--- src/rtl/hw_rsp_pkg.sv ---
// Shared types and header layout for the SDM mailbox response parser.
package hw_rsp_pkg;

    typedef enum logic [1:0] {
        ST_IDLE    = 2'd0,
        ST_PAYLOAD = 2'd1,
        ST_DRAIN   = 2'd2,
        ST_COMMIT  = 2'd3
    } state_t;

    localparam int HDR_ID_LSB  = 24;
    localparam int HDR_LEN_LSB = 12;
    localparam int HDR_ERR_LSB = 0;

    localparam int ERR_WIDTH = 11;
    localparam int LEN_WIDTH = 11;

    function automatic int num_ids(input int id_width);
        return 1 << id_width;
    endfunction

endpackage

--- src/rtl/hw_rsp_if.sv ---
// Valid/ready response word channel from the mailbox into the parser.
interface hw_rsp_if #(
    parameter int DATA_WIDTH = 32
) ();
    logic [DATA_WIDTH-1:0] rsp_data;
    logic                  rsp_valid;
    logic                  rsp_ready;

    modport master (output rsp_data, output rsp_valid, input rsp_ready);
    modport slave  (input rsp_data, input rsp_valid, output rsp_ready);
endinterface

--- src/rtl/hw_rsp_bank.sv ---
// Per-ID result register file: one write port, one asynchronous read port.
module hw_rsp_bank
    import hw_rsp_pkg::*;
#(
    parameter int DATA_WIDTH = 32,
    parameter int ID_WIDTH   = 4
) (
    input  logic                  clk_i,
    input  logic                  rst_n_i,
    input  logic                  we_i,
    input  logic [ID_WIDTH-1:0]   wr_id_i,
    input  logic [DATA_WIDTH-1:0] wr_data_i,
    input  logic [ERR_WIDTH-1:0]  wr_err_i,
    input  logic [ID_WIDTH-1:0]   rd_id_i,
    output logic [DATA_WIDTH-1:0] rd_data_o,
    output logic [ERR_WIDTH-1:0]  rd_err_o
);
    localparam int NUM_IDS = num_ids(ID_WIDTH);

    logic [DATA_WIDTH-1:0] data_q [NUM_IDS];
    logic [ERR_WIDTH-1:0]  err_q  [NUM_IDS];

    // NOTE: the bank is small and must read back 0 after reset, so it is built
    // from resettable flops rather than a RAM macro.
    always_ff @(posedge clk_i or negedge rst_n_i) begin
        if (!rst_n_i) begin
            for (int i = 0; i < NUM_IDS; i++) begin
                data_q[i] <= '0;
                err_q[i]  <= '0;
            end
        end else if (we_i) begin
            data_q[wr_id_i] <= wr_data_i;
            err_q[wr_id_i]  <= wr_err_i;
        end
    end

    assign rd_data_o = data_q[rd_id_i];
    assign rd_err_o  = err_q[rd_id_i];

endmodule

--- src/rtl/hw_response_parser.sv ---
// Mailbox response parser: header decode, pending-ID tracking, result bank.
// Optional response timeout watchdog enabled by defining HW_RSP_TIMEOUT_EN.
module hw_response_parser
    import hw_rsp_pkg::*;
#(
    parameter int DATA_WIDTH     = 32,
    parameter int ID_WIDTH       = 4,
    parameter int TIMEOUT_CYCLES = 100000
) (
    input  logic                          clk_i,
    input  logic                          rst_n_i,
    hw_rsp_if.slave                       rsp,
    input  logic                          cmd_issue_i,
    input  logic [ID_WIDTH-1:0]           cmd_id_i,
    input  logic                          clr_i,
    input  logic [ID_WIDTH-1:0]           rd_id_i,
    output logic [DATA_WIDTH-1:0]         rd_data_o,
    output logic [ERR_WIDTH-1:0]          rd_err_o,
    output logic [num_ids(ID_WIDTH)-1:0]  result_valid_o,
    output logic [num_ids(ID_WIDTH)-1:0]  pending_o,
    output logic                          done_pulse_o,
    output logic [ID_WIDTH-1:0]           done_id_o,
    output logic                          unexpected_o,
    output logic                          len_err_o,
    output logic                          timeout_o
);
    state_t                state;
    logic                  rdy_q;
    logic                  owed_q;
    logic [ID_WIDTH-1:0]   id_q;
    logic [ERR_WIDTH-1:0]  err_q;
    logic [LEN_WIDTH-1:0]  rem_q;
    logic [DATA_WIDTH-1:0] payload_q;

    logic [ID_WIDTH-1:0]   hdr_id;
    logic [LEN_WIDTH-1:0]  hdr_len;
    logic [ERR_WIDTH-1:0]  hdr_err;
    logic                  accept, hdr_acc, hdr_pend, commit;
    logic                  go_commit, unexp_set, len_err_set, timeout_hit;
    logic [ID_WIDTH-1:0]   commit_id;

    assign hdr_id  = rsp.rsp_data[HDR_ID_LSB  +: ID_WIDTH];
    assign hdr_len = rsp.rsp_data[HDR_LEN_LSB +: LEN_WIDTH];
    assign hdr_err = rsp.rsp_data[HDR_ERR_LSB +: ERR_WIDTH];

    assign rsp.rsp_ready = rdy_q;
    assign accept        = rsp.rsp_valid & rdy_q;
    assign hdr_acc       = accept && (state == ST_IDLE);
    assign hdr_pend      = pending_o[hdr_id];
    assign commit        = (state == ST_COMMIT);

    // NOTE: every always_comb output gets a default first so no path leaves
    // it unassigned and no latch is inferred.
    always_comb begin
        go_commit   = 1'b0;
        unexp_set   = 1'b0;
        len_err_set = 1'b0;
        commit_id   = id_q;
        unique case (state)
            ST_IDLE: begin
                commit_id = hdr_id;
                if (hdr_acc) begin
                    unexp_set   = !hdr_pend;
                    go_commit   = hdr_pend && (hdr_len == '0);
                    len_err_set = go_commit && (hdr_err == '0);
                end
            end
            ST_PAYLOAD: begin
                if (accept) begin
                    go_commit   = (rem_q == LEN_WIDTH'(1));
                    len_err_set = !go_commit && (err_q == '0);
                end
            end
            ST_DRAIN:  go_commit = accept && owed_q && (rem_q == LEN_WIDTH'(1));
            default:   go_commit = 1'b0;
        endcase
    end

    // Control FSM; ready and done are registered. Ready comes up one cycle
    // after reset release so all outputs read 0 while in reset.
    always_ff @(posedge clk_i or negedge rst_n_i) begin
        if (!rst_n_i) begin
            state        <= ST_IDLE;
            rdy_q        <= 1'b0;
            owed_q       <= 1'b0;
            id_q         <= '0;
            err_q        <= '0;
            rem_q        <= '0;
            payload_q    <= '0;
            done_pulse_o <= 1'b0;
            done_id_o    <= '0;
        end else begin
            rdy_q        <= 1'b1;
            done_pulse_o <= 1'b0;
            unique case (state)
                ST_IDLE: begin
                    if (accept) begin
                        id_q      <= hdr_id;
                        err_q     <= hdr_err;
                        rem_q     <= hdr_len;
                        payload_q <= '0;
                        owed_q    <= hdr_pend;
                        if (!hdr_pend) begin
                            if (hdr_len != '0) state <= ST_DRAIN;
                        end else if (hdr_len != '0) begin
                            state <= ST_PAYLOAD;
                        end
                    end
                end
                ST_PAYLOAD: begin
                    if (accept) begin
                        payload_q <= rsp.rsp_data;
                        rem_q     <= rem_q - LEN_WIDTH'(1);
                        state     <= ST_DRAIN;
                    end
                end
                ST_DRAIN: begin
                    if (accept) begin
                        rem_q <= rem_q - LEN_WIDTH'(1);
                        if (rem_q == LEN_WIDTH'(1)) state <= ST_IDLE;
                    end
                end
                ST_COMMIT: state <= ST_IDLE;
                default:   state <= ST_IDLE;
            endcase
            // Overrides the per-state next state on the way into COMMIT.
            if (go_commit) begin
                state        <= ST_COMMIT;
                rdy_q        <= 1'b0;
                done_pulse_o <= 1'b1;
                done_id_o    <= commit_id;
            end
        end
    end

    hw_rsp_bank #(
        .DATA_WIDTH (DATA_WIDTH),
        .ID_WIDTH   (ID_WIDTH)
    ) u_bank (
        .clk_i     (clk_i),
        .rst_n_i   (rst_n_i),
        .we_i      (commit),
        .wr_id_i   (id_q),
        .wr_data_i (payload_q),
        .wr_err_i  (err_q),
        .rd_id_i   (rd_id_i),
        .rd_data_o (rd_data_o),
        .rd_err_o  (rd_err_o)
    );

    // Later assignments win: sets beat clears, and an issue beats commit/timeout.
    always_ff @(posedge clk_i or negedge rst_n_i) begin
        if (!rst_n_i) begin
            result_valid_o <= '0;
            pending_o      <= '0;
            unexpected_o   <= 1'b0;
            len_err_o      <= 1'b0;
        end else begin
            if (clr_i) begin
                result_valid_o <= '0;
                unexpected_o   <= 1'b0;
                len_err_o      <= 1'b0;
            end
            if (commit)      result_valid_o[id_q] <= 1'b1;
            if (unexp_set)   unexpected_o         <= 1'b1;
            if (len_err_set) len_err_o            <= 1'b1;
            if (timeout_hit) pending_o            <= '0;
            if (commit)      pending_o[id_q]      <= 1'b0;
            if (cmd_issue_i) pending_o[cmd_id_i]  <= 1'b1;
        end
    end

`ifdef HW_RSP_TIMEOUT_EN
    localparam int CNT_W = $clog2(TIMEOUT_CYCLES + 1);

    logic [CNT_W-1:0] to_cnt_q;
    logic             to_cnt_rst;

    assign to_cnt_rst  = hdr_acc || (pending_o == '0);
    assign timeout_hit = !to_cnt_rst && (to_cnt_q == CNT_W'(TIMEOUT_CYCLES - 1));

    always_ff @(posedge clk_i or negedge rst_n_i) begin
        if (!rst_n_i) begin
            to_cnt_q  <= '0;
            timeout_o <= 1'b0;
        end else begin
            if (to_cnt_rst || timeout_hit) to_cnt_q <= '0;
            else                           to_cnt_q <= to_cnt_q + CNT_W'(1);
            if (clr_i)       timeout_o <= 1'b0;
            if (timeout_hit) timeout_o <= 1'b1;
        end
    end
`else
    localparam int unused_timeout_cycles = TIMEOUT_CYCLES;

    assign timeout_hit = 1'b0;
    assign timeout_o   = 1'b0;
`endif

endmodule

--- src/flat_wrapper.sv ---
// flat-port wrapper written by rule: the top's interface ports become plain ports
module hw_response_parser_flat import hw_rsp_pkg::*;
#(
    parameter int DATA_WIDTH     = 32,
    parameter int ID_WIDTH       = 4,
    parameter int TIMEOUT_CYCLES = 100000
)
  (clk_i, rst_n_i, cmd_issue_i, cmd_id_i, clr_i, rd_id_i, rd_data_o, rd_err_o, result_valid_o, pending_o, done_pulse_o, done_id_o, unexpected_o, len_err_o, timeout_o, rsp_rsp_data, rsp_rsp_valid, rsp_rsp_ready);
  hw_rsp_if #(.DATA_WIDTH(DATA_WIDTH)) rsp_i ();
  input  logic clk_i;
  input  logic rst_n_i;
  input  logic cmd_issue_i;
  input  logic [ID_WIDTH-1:0] cmd_id_i;
  input  logic clr_i;
  input  logic [ID_WIDTH-1:0] rd_id_i;
  output logic [DATA_WIDTH-1:0] rd_data_o;
  output logic [ERR_WIDTH-1:0] rd_err_o;
  output logic [num_ids(ID_WIDTH)-1:0] result_valid_o;
  output logic [num_ids(ID_WIDTH)-1:0] pending_o;
  output logic done_pulse_o;
  output logic [ID_WIDTH-1:0] done_id_o;
  output logic unexpected_o;
  output logic len_err_o;
  output logic timeout_o;
  input wire logic [$bits(rsp_i.rsp_data)-1:0] rsp_rsp_data;
  input wire logic [$bits(rsp_i.rsp_valid)-1:0] rsp_rsp_valid;
  output wire logic [$bits(rsp_i.rsp_ready)-1:0] rsp_rsp_ready;
  assign rsp_i.rsp_data = rsp_rsp_data;
  assign rsp_i.rsp_valid = rsp_rsp_valid;
  assign rsp_rsp_ready = rsp_i.rsp_ready;
  hw_response_parser #(.DATA_WIDTH(DATA_WIDTH), .ID_WIDTH(ID_WIDTH), .TIMEOUT_CYCLES(TIMEOUT_CYCLES)) u_core (.clk_i(clk_i), .rst_n_i(rst_n_i), .rsp(rsp_i), .cmd_issue_i(cmd_issue_i), .cmd_id_i(cmd_id_i), .clr_i(clr_i), .rd_id_i(rd_id_i), .rd_data_o(rd_data_o), .rd_err_o(rd_err_o), .result_valid_o(result_valid_o), .pending_o(pending_o), .done_pulse_o(done_pulse_o), .done_id_o(done_id_o), .unexpected_o(unexpected_o), .len_err_o(len_err_o), .timeout_o(timeout_o));
endmodule
--- config.mk ---
export PLATFORM = sky130hd
export DESIGN_NAME = hw_response_parser_flat
export DESIGN_NICKNAME = d
export VERILOG_FILES = /design/src/rtl/hw_rsp_pkg.sv /design/src/rtl/hw_rsp_if.sv /design/src/rtl/hw_rsp_bank.sv /design/src/rtl/hw_response_parser.sv /design/src/flat_wrapper.sv
export SDC_FILE = /design/constraint.sdc
export NUM_CORES = 1
export LEC_CHECK = 0
export ABC_AREA = 1
export CAP_MARGIN = 20
export CORE_UTILIZATION = 40
export DETAILED_ROUTE_END_ITERATION = 10
export GPL_TIMING_DRIVEN = 1
export PLACE_DENSITY = 0.56
export SETUP_SLACK_MARGIN = 0.1
export SLEW_MARGIN = 10
export SYNTH_ARGS = -nofsm -noshare
export SYNTH_HDL_FRONTEND = slang
export SYNTH_SLANG_ARGS = --single-unit
--- constraint.sdc ---
create_clock -name clk_i -period 5.24 [get_ports clk_i]
set_clock_uncertainty 0.2 [all_clocks]
set_input_delay 1.048 -clock clk_i [delete_from_list [all_inputs] [get_ports clk_i]]
set_output_delay 1.048 -clock clk_i [all_outputs]
set_load 0.02 [all_outputs]
Word-level counts from Yosys, hierarchy flattened
Index checks and enable logic that the tools add are counted.
{ "word_totals": {"rom_bits": 0, "reg_bits": 789, "inputBits": 45, "ram_bits": 0, "latch_bits": 0, "wordCells": 149, "mem_count": 0, "out_inout_bits": 84} }
{ "op_classes": {"addsub": 1, "n_eq_ne": 12, "n_bitwise": 7, "magnitude_cmp": 8, "n_mul": 0, "shifts": 0, "reduce_logical": 25, "div": 0, "mux": 51} }
{ "op_table": {"columns": ["cell", "count"], "rows": [
  ["bitwise mux 512 bit", 1],
  ["bitwise mux 176 bit", 1],
  ["2-to-1 mux 32 bit", 5],
  ["binary-select mux 32 bit (select 4 bit)", 1],
  ["demux 32 bit (select 4 bit)", 1],
  ["2-to-1 mux 16 bit", 4],
  ["case mux 32 bit (2 select lines)", 1],
  ["2-to-1 mux 11 bit", 5],
  ["binary-select mux 11 bit (select 4 bit)", 1],
  ["demux 11 bit (select 4 bit)", 1],
  ["logical NOT 11 bit", 3],
  ["OR 16 bit", 2],
  ["case mux 11 bit (2 select lines)", 1],
  ["bitwise AND 16 bit", 1],
  ["2-to-1 mux 2 bit", 8],
  ["NOT 16 bit", 1],
  ["less-than comparator 4 x 5 -> 1 bit (second input constant)", 3],
  ["2-to-1 mux 1 bit", 14],
  ["inequality test 3 x 1 -> 1 bit (second input constant)", 4],
  ["== test 11 x 1 -> 1 bit (second input constant)", 1],
  ["nonzero test 11 bit", 1],
  ["subtractor 11 x 1 -> 11 bit (second input constant)", 1],
  ["greater-or-equal comparator 5 bit (second input constant)", 2],
  ["NOT 4 -> 5 bit", 2],
  ["other kinds (21)", 39]
]} }

Longest topological paths before layout
Gate-level depths: netlist of run 1.
{ "depth": {"word_depth": 9, "ltp_mapped": 14, "depth_no_buf": 13} }

Modules after synthesis
From an unflattened synthesis of run 1, not the netlist that was laid out.
{ "hier_totals": {"cells_unflattened": 4965, "hier_area_um2": 37810.0} }
{ "modules_own_cells": {"columns": ["module", "area_each_um2", "cells_per_inst", "seq_area_each_um2", "n_inst"], "rows": [
  ["hw_rsp_bank", 33045.4, 4402, 17216.5, 1],
  ["hw_response_parser", 4764.6, 563, 2527.4, 1]
]} }

Worst setup path after synthesis of run 1
Ideal clock, no wire load.
{ "synth_path": {"path_type": "input to output", "start": "in rd_id_i[2]", "end": "out rd_err_o[6]", "t_arrival_ps": 2177, "t_required_ps": 3992, "setup_slack_ps": 1815, "path_buffers": 3, "stages": 7, "cell_sequence": "clkbuf_1 inv_1 clkbuf_1 clkbuf_1 o211ai_1 nand3_1 nand2_1"} }
{ "synth_between": {"elab_chain_len": 4} }
{ "synth_lines": {"columns": ["element", "line_no", "rtl"], "rows": [
  ["start, declared", "flat_wrapper.sv:15", "input logic [ID_WIDTH-1:0] rd_id_i;"],
  ["NOT 4 -> 5 bit (implied by the code)", "hw_rsp_bank.sv:38", "assign rd_err_o = err_q[rd_id_i];"],
  ["binary-select mux 11 bit (select 4 bit)", "hw_rsp_bank.sv:38", null],
  ["2-to-1 mux 11 bit (implied by the code) (2 in a row)", "hw_rsp_bank.sv:38", null],
  ["end, declared", "flat_wrapper.sv:17", "output logic [ERR_WIDTH-1:0] rd_err_o;"]
]} }
No other way between the ends. The select of a mux whose other input is x is not followed.

Final worst setup path of run 1
{ "layout_path": {"start": "in rd_id_i[1]", "end": "out rd_data_o[26]"} }
{ "layout_between": {"elab_chain_len": 4} }
{ "layout_lines": {"columns": ["element", "line_no", "rtl"], "rows": [
  ["NOT 4 -> 5 bit (implied by the code)", "hw_rsp_bank.sv:37", "assign rd_data_o = data_q[rd_id_i];"],
  ["binary-select mux 32 bit (select 4 bit)", "hw_rsp_bank.sv:37", null],
  ["2-to-1 mux 32 bit (implied by the code) (2 in a row)", "hw_rsp_bank.sv:37", null],
  ["end, declared", "flat_wrapper.sv:16", "output logic [DATA_WIDTH-1:0] rd_data_o;"]
]} }
No other way between the ends. The select of a mux whose other input is x is not followed.

==> summary.md, run 1 <==
| Metric | Value |
|---|---|
| Outcome | `finished, violations left` |
| Failing checks | `DRC` |
| Slowest CP cell | `clkdlybuf4s50_1` |
| Fin crit period | `4.41 ns` |
| Crit Path Max Fanout | `122` |
| Crit-path max cell delay | `0.65 ns` |
| Clock sink count | `a little under 800` |
| Mapped cell area | `35700 sq um` |
| Initial Util | `0.404` |
| Initial antenna violation count | `3` |
| Most frequent cells in the layout | `877 x o21ai_0, 841 x nand2_1, 789 x dfrtp_1` |
| Max-cap viol count | `0` |
| Deepest clock path buffer count | `3` |
| Flop pwr share | `0.455` |
| # H-tree levels | `3` |
| Tcrit/Tclk final | `0.842` |
| Cell Int Power | `13.7 mW` |
| CP startpoint kind | `primary input` |
| DR iter-0 viols | `2382` |
| CTS root buf | `clkbuf_16` |
| R2R Setup Slk | `2.33 ns` |
| FF-to-FF path depth | `5` |
| GRT Util Overall | `0.243` |
| Power share of the combinational group | `0.230` |
| Seq/Total Area, Yosys | `0.552` |
| Fillers | `between 8000 and 9000` |
| Most common cell after layout, fill and taps aside | `o21ai_0` |
| Hold-fix buffers, CTS | `0` |
| Worst min path class | `primary input to async pin` |
| Die height | `301 um` |
| Ant. Diodes | `0` |
| CTS tree | `built` |
| Vias in the first global route | `27400` |
| Unrepaired setup endpoints after global routing | `no` |
| Syn Area/Cell | `8.34 sq um` |
| Placeable Area | `88500 sq um` |
| Layout area overhead | `14.7%` |
| Yosys warns | `0` |
| Switching power | `6.94 mW` |
| Clock slew at reported path FFs | `~0.06 ns` |
| Setup tns final | `0 ns` |
| Largest net degree at the start of global routing | `roughly 120` |
| Clock latency on the worst-skew pair | `0.64 ns` |
| Post-layout net count | `4288` |
| Synth Register Bits | `789` |
| Max Slew Vio Count | `0` |
| Leak pwr | `17.6 nW` |
| Final hold slack | `0.173 ns` |
| Synth cell types | `36` |
| Fin. Hold Viols | `0` |
| Max-slew headroom | `0.393` |
| Synthesized instance count | `about 4300` |
| Placed Cells | `roughly 5300` |
| Share of cells above drive strength 1 | `0.0610` |
| Crit. End Element | `output pin` |
| Final Setup Violations | `0` |
| Crit path cell chain | `buf_6 > inv_6 > buf_12 > o211ai_1 > nand3_1 > nand2_1 > clkdlybuf4s50_1` |
| Critical Path AT | `3.16 ns` |
| Detailed Routing Iterations Pass 1 | `9` |
| Die Wd | `301 um` |
| VDD IR max | `about 0.31 mV` |
| Crit path to | `rd_data_o[26]` |
| Tot Pwr | `just over 20 mW` |
| Non-Filler Instances | `5473` |
| Critical path startpoint | `rd_id_i[1]` |
| IO Count | `129` |
| Clock power frac | `0.314` |
| Post-layout util | `0.463` |
| Via density | `between 5 and 6` |
| Routed len/inst | `between 15 and 20 um` |
| Worst-margin pin slew | `around 0.9 ns` |
| Data required time of the worst path | `3.99 ns` |
| Site Rows | `109` |
| Global route overflow | `0` |
| Worst Setup Path Type | `primary input to output pin` |
| CTS Buf Count | `89` |
| Switch share | `0.336` |
| Power Density | `just over 500 nW/um^2` |
| Die ar. | `90600 sq um` |
| # Post-CTS Setup Buffers | `0` |
| First-pass GRT wire length | `about 170000 um` |
| GPL Wtd Cong | `0.816` |
| WL final | `approximately 110000 um` |
| Drt drc | `11` |
| Worst reg2reg startpoint | `u_core.state[0]$_DFFE_PN0P_` |
| Antenna Nets Post-Route | `0` |
| Fmax | `0.227 GHz` |
| # resized after CTS | `0` |
| HPWL reported at the end of detailed placement | `62500 um` |
| Via count | `29000` |
| RR Endpoint | `u_core.u_bank.data_q[289]$_DFFE_PN0P_` |
| Port Buf Inserts | `127` |
| Post-Syn Nets | `roughly 4300` |
kinds of logic (layout without fill, tap and decap cells):
group                      count (synthesis)  after routing  synth area share
xor gates and xnor gates                   3              3          0.000735
DFF                                      789            789             0.552
adders and majority gates                  7              7           0.00245
other                                      1              1          0.000105
and+or+nand+nor                         1156           1156             0.127
buffers and inverters                    807            830            0.0900
AOI/OAI and AO/OA                       1522           1522             0.228
sequential cells by signal, summed over array words and instances, names as in the netlist:
register,cells
u_core.u_bank.data_q,512
u_core.u_bank.err_q,176
u_core.payload_q,32
u_core.pending_o,16
u_core.result_valid_o,16
u_core.err_q,11
u_core.rem_q,11
u_core.done_id_o,4
u_core.id_q,4
u_core.state,2
u_core.done_pulse_o,1
u_core.len_err_o,1
u_core.owed_q,1
u_core.rsp.rsp_ready,1
u_core.unexpected_o,1
power groups by stage:
stage / Sequential [mW] / Combinational [mW] / Clock [mW]
2_1_floorplan: 8.87 / 3.54 / 0
3_3_place_gp: 9.43 / 4.69 / 0
3_5_place_dp: 9.46 / 4.77 / 0
4_1_cts: 9.37 / 4.79 / 6.63
5_1_grt: 9.63 / 5.46 / 6.86
6_report: 9.40 / 4.75 / 6.49
cells in the mapped netlist, drive strengths merged:
library cell | number | area, sq um
a21oi | 352 | 1760
o32ai | 4 | 35.0
o211ai | 175 | 1310
conb | 1 | 3.75
dfrtp | 789 | 19700
a22o | 1 | 8.76
nor3 | 8 | 45.0
clkinv | 2 | 7.51
nand3b | 2 | 15.0
inv | 461 | 1730
or3 | 1 | 6.26
nor4 | 5 | 31.3
o22ai | 27 | 169
a22oi | 2 | 15.0
nor2 | 205 | 782
xor2 | 2 | 17.5
nand2 | 848 | 3200
buf | 144 | 728
clkbuf | 200 | 751
ha | 7 | 87.6
nand4 | 5 | 31.3
o21a | 1 | 7.51
xnor2 | 1 | 8.76
o221ai | 1 | 8.76
o21ai | 959 | 4820
nand3 | 82 | 420
how the worst min path moves through the flow:
stage                                                     start                                     to  depth (start not counted)
after floorplan           u_core.u_bank.data_q[100]$_DFFE_PN0P_  u_core.u_bank.data_q[100]$_DFFE_PN0P_                          2
after global placement      u_core.u_bank.err_q[83]$_DFFE_PN0P_    u_core.u_bank.err_q[83]$_DFFE_PN0P_                          2
after detailed placement  u_core.u_bank.data_q[106]$_DFFE_PN0P_  u_core.u_bank.data_q[106]$_DFFE_PN0P_                          2
after CTS                                               rst_n_i    u_core.u_bank.err_q[63]$_DFFE_PN0P_                          1
after global routing                                    rst_n_i    u_core.u_bank.err_q[63]$_DFFE_PN0P_                          1
final                                                   rst_n_i    u_core.u_bank.err_q[63]$_DFFE_PN0P_                          1
final cells by class:
| type | count | area, sq um | area share |
|---|---|---|---|
| flip-flops and latches | 789 | 19700 | 0.481 |
| multi-input cells | 2689 | 12900 | 0.313 |
| clock buffers | 142 | 2740 | 0.0668 |
| repair buffers | 204 | 2150 | 0.0525 |
| inverters | 463 | 1760 | 0.0430 |
| well taps | 1165 | 1460 | 0.0355 |
| clock inverters | 21 | 295 | 0.00720 |
per-stage QoR:
stage	setup slack (ns)	instance area [sq um]
2_1_floorplan	1.82	35700
3_3_place_gp	0.858	37900
3_5_place_dp	0.863	37900
4_1_cts	0.870	41000
5_1_grt	0.764	41000
6_report	0.830	41000
layer usage:
layer / up-vias / routed length, um / GRT usage / share of wire
li1: 14000 / - / - / -
met1: 14000 / 51800 / 0.359 / 0.47
met2: 885 / 49400 / 0.379 / 0.45
met3: 146 / 6200 / 0.0302 / 0.057
met4: 2 / 2050 / 0.0589 / 0.019
met5: - / 13 / 0 / 0.00012
critical path, delay by kind of cell:
| kind | cells | cell delay [ns] |
|---|---|---|
| AND/OR/NAND/NOR | 2 | 0.32 |
| buffers and inverters | 4 | 1.29 |
| AO/OA/AOI/OAI | 1 | 0.36 |
Power figures use the tool's default switching activity.
==> inputs of run 2 (changes only) <==
==> constraint.sdc (replaced) <==
create_clock -name clk_i -period 4.4 [get_ports clk_i]
set_clock_uncertainty 0.2 [all_clocks]
set_input_delay 0.88 -clock clk_i [delete_from_list [all_inputs] [get_ports clk_i]]
set_output_delay 0.88 -clock clk_i [all_outputs]
set_load 0.02 [all_outputs]
==> run 2 against run 1 <==
Against the previous run:
- the flow still finishes with violations (DRC)
- sequential power rose by 19%
- first-iteration DRC count rose by 4.9%
- routed wire length fell by 0.73%
- non-clock buffer count rose by 10
- final cell count rose by 0.16%
- hold slack got worse by 0.051 ns
- power rose by 20%
- register-to-register slack got worse by 0.79 ns
- sequential share of layout area fell by 0.38 points
- clock-buffer cell count fell by 17
- core utilization rose by 0.37 points
- largest cell class unchanged
- highest routed layer unchanged
==> summary.md, run 2 (synthesized netlist as in run 1, its figures left out) <==
| Metric | Value |
|---|---|
| Max FFs per register | `512 (unchanged)` |
| Drt drc | `12 (+1)` |
| Placed Cells | `5320 (+0.23%)` |
| Via density | `5.31 (about the same)` |
| Die ar. | `90600 sq um (unchanged)` |
| DR iter-0 viols | `2499 (+4.9%)` |
| Most frequent cells in the layout | `877 x o21ai_0, 841 x nand2_1, 789 x dfrtp_1` |
| Leak pwr | `17.7 nW (+0.88%)` |
| # H-tree levels | `3 (unchanged)` |
| Clock slew at reported path FFs | `0.06 ns (about the same)` |
| Die height | `301 um (unchanged)` |
| Top Registers | `u_core.u_bank.data_q (512), u_core.u_bank.err_q (176), u_core.payload_q (32)` |
| VDD IR max | `0.326 mV (+4.6%)` |
| First-pass GRT wire length | `168000 um (-0.62%)` |
| Fmax | `0.248 GHz` |
| Post-layout net count | `4298 (+0.23%)` |
| CP startpoint kind | `primary input` |
| Layout area overhead | `15.6%` |
| Critical Path AT | `2.95 ns (-0.21 ns)` |
| Share of cells above drive strength 1 | `0.0660 (+0.00497)` |
| Setup tns final | `0 ns (unchanged)` |
| Cell Int Power | `16.5 mW (+21%)` |
| Worst reg2reg startpoint | `u_core.state[1]$_DFFE_PN0P_` |
| Unrepaired setup endpoints after global routing | `no` |
| Max Slew Vio Count | `0 (unchanged)` |
| Tcrit/Tclk final | `0.916` |
| Crit Path Max Fanout | `68 (-44%)` |
| Place WS | `0.392 ns (-0.471 ns)` |
| Global route overflow | `0 (unchanged)` |
| Top reg by flops | `u_core.u_bank.data_q` |
| Port Buf Inserts | `127 (unchanged)` |
| Via count | `29100 (+0.19%)` |
| Switching power | `8.27 mW (+19%)` |
| WL final | `109000 um (-0.73%)` |
| Clock latency on the worst-skew pair | `0.64 ns (about the same)` |
| Initial antenna violation count | `1 (-2)` |
| Largest net degree at the start of global routing | `116 (-5.7%)` |
| Antenna Nets Post-Route | `0 (unchanged)` |
| Outcome | `finished, violations left` |
| Power share of the combinational group | `0.230 (about the same)` |
| # resized after CTS | `0 (unchanged)` |
| Site Rows | `109 (unchanged)` |
| CTS root buf | `clkbuf_16` |
| Switch share | `0.333 (-0.00251)` |
| Failing checks | `DRC` |
| Clock sink count | `789 (unchanged)` |
| Vias in the first global route | `27800 (+1.5%)` |
| Fin crit period | `4.03 ns` |
| Worst min path class | `primary input to async pin` |
| FF-to-FF path depth | `5 (unchanged)` |
| HPWL reported at the end of detailed placement | `62900 um (+0.64%)` |
| Initial Util | `0.404 (unchanged)` |
| R2R Setup Slk | `1.54 ns (-0.79 ns)` |
| Most common cell after layout, fill and taps aside | `o21ai_0` |
| Data required time of the worst path | `3.32 ns (-0.67 ns)` |
| Max-cap viol count | `0 (unchanged)` |
| Hold-fix buffers, CTS | `0 (unchanged)` |
| RR Endpoint | `u_core.u_bank.data_q[431]$_DFFE_PN0P_` |
| Fin. Hold Viols | `0 (unchanged)` |
| Placeable Area | `88500 sq um (unchanged)` |
| CTS tree | `built` |
| Worst-margin pin slew | `1.10 ns (+0.196 ns)` |
| Crit. End Element | `output pin` |
| Flop pwr share | `0.451 (-0.004)` |
| Worst Setup Path Type | `primary input to output pin` |
| Non-Filler Instances | `5482 (+0.16%)` |
| Detailed Routing Iterations Pass 1 | `9 (unchanged)` |
| GPL Wtd Cong | `0.822 (+0.65%)` |
| # Post-CTS Setup Buffers | `0 (unchanged)` |
| CTS Buf Count | `89 (unchanged)` |
| Final Setup Violations | `0 (unchanged)` |
| Deepest clock path buffer count | `3 (unchanged)` |
| IO Count | `129 (unchanged)` |
| Final worst slack | `0.371 ns (-0.459 ns)` |
| Routed len/inst | `19.8 um (-0.89%)` |
| Ant. Diodes | `0 (unchanged)` |
| Power Density | `600 nW/um^2 (+19%)` |
| Max-slew headroom | `0.264 (-0.129)` |
| Die Wd | `301 um (unchanged)` |
| GRT Util Overall | `0.242 (-0.00150)` |
| Clock power frac | `0.319 (+0.005)` |
-- run 2: cell count changes in the layout (fill, tap and decap cells not counted), sizes merged --
cell and change:
bufinv +5, buf +10, clkbuf -17, inv +2, clkinv +9
-- run 2: final cells by class --
cell class | instances | area (sq um)
Inverter | 463 | 1760
Tap cell | 1165 | 1460
Multi-Input combinational cell | 2689 | 12900
Clock inverter | 37 | 512
Sequential cell | 789 | 19700
Timing Repair Buffer | 214 | 2390
Fill cell | 8638 | 47200
Clock buffer | 125 | 2620
-- run 2: worst max path at each step --
stage / startpoint / to
after floorplan: rd_id_i[2] / rd_err_o[6]
after global placement: rd_id_i[0] / rd_err_o[9]
after detailed placement: rd_id_i[0] / rd_err_o[9]
final: rd_id_i[0] / rd_data_o[23]
after global routing: rd_id_i[0] / rd_err_o[9]
after CTS: rd_id_i[0] / rd_err_o[9]
-- run 2: per-stage QoR --
| step | hold WS (ns) | cell area [sq um] | utilization | power, mW |
|---|---|---|---|---|
| after floorplan | 0.248 | 35700 | - | 14.8 |
| after global placement | 0.260 | 38200 | 0.432 | 16.8 |
| after detailed placement | 0.265 | 38200 | 0.432 | 17.0 |
| after CTS | 0.118 | 41300 | 0.467 | 25.0 |
| after global routing | 0.160 | 41300 | 0.467 | 26.4 |
| final | 0.122 | 41300 | 0.467 | 24.8 |
-- run 2: layer usage --
metal	part of all wire	track usage	wire [um]	vias to the layer above
met4	0.022	0.0676	2390	2
met2	0.45	0.380	49100	886
met3	0.065	0.0372	7070	162
met1	0.46	0.346	50100	14000
li1	-	-	-	14000
met5	0.00016	0	17	-
-- run 2: power by group through the flow --
stage	clock, mW	sequential [mW]	combinational (mW)
2_1_floorplan	0	10.6	4.21
3_3_place_gp	0	11.2	5.61
3_5_place_dp	0	11.3	5.72
4_1_cts	8.08	11.2	5.75
5_1_grt	8.36	11.5	6.56
6_report	7.91	11.2	5.71
-- run 2: critical path, stage by stage --
cell and delay (ns):
buf_8 0.38, buf_12 0.33, a21oi_1 0.10, o211ai_1 0.19, o211ai_1 0.14, nand2_1 0.20, clkdlybuf4s50_1 0.65
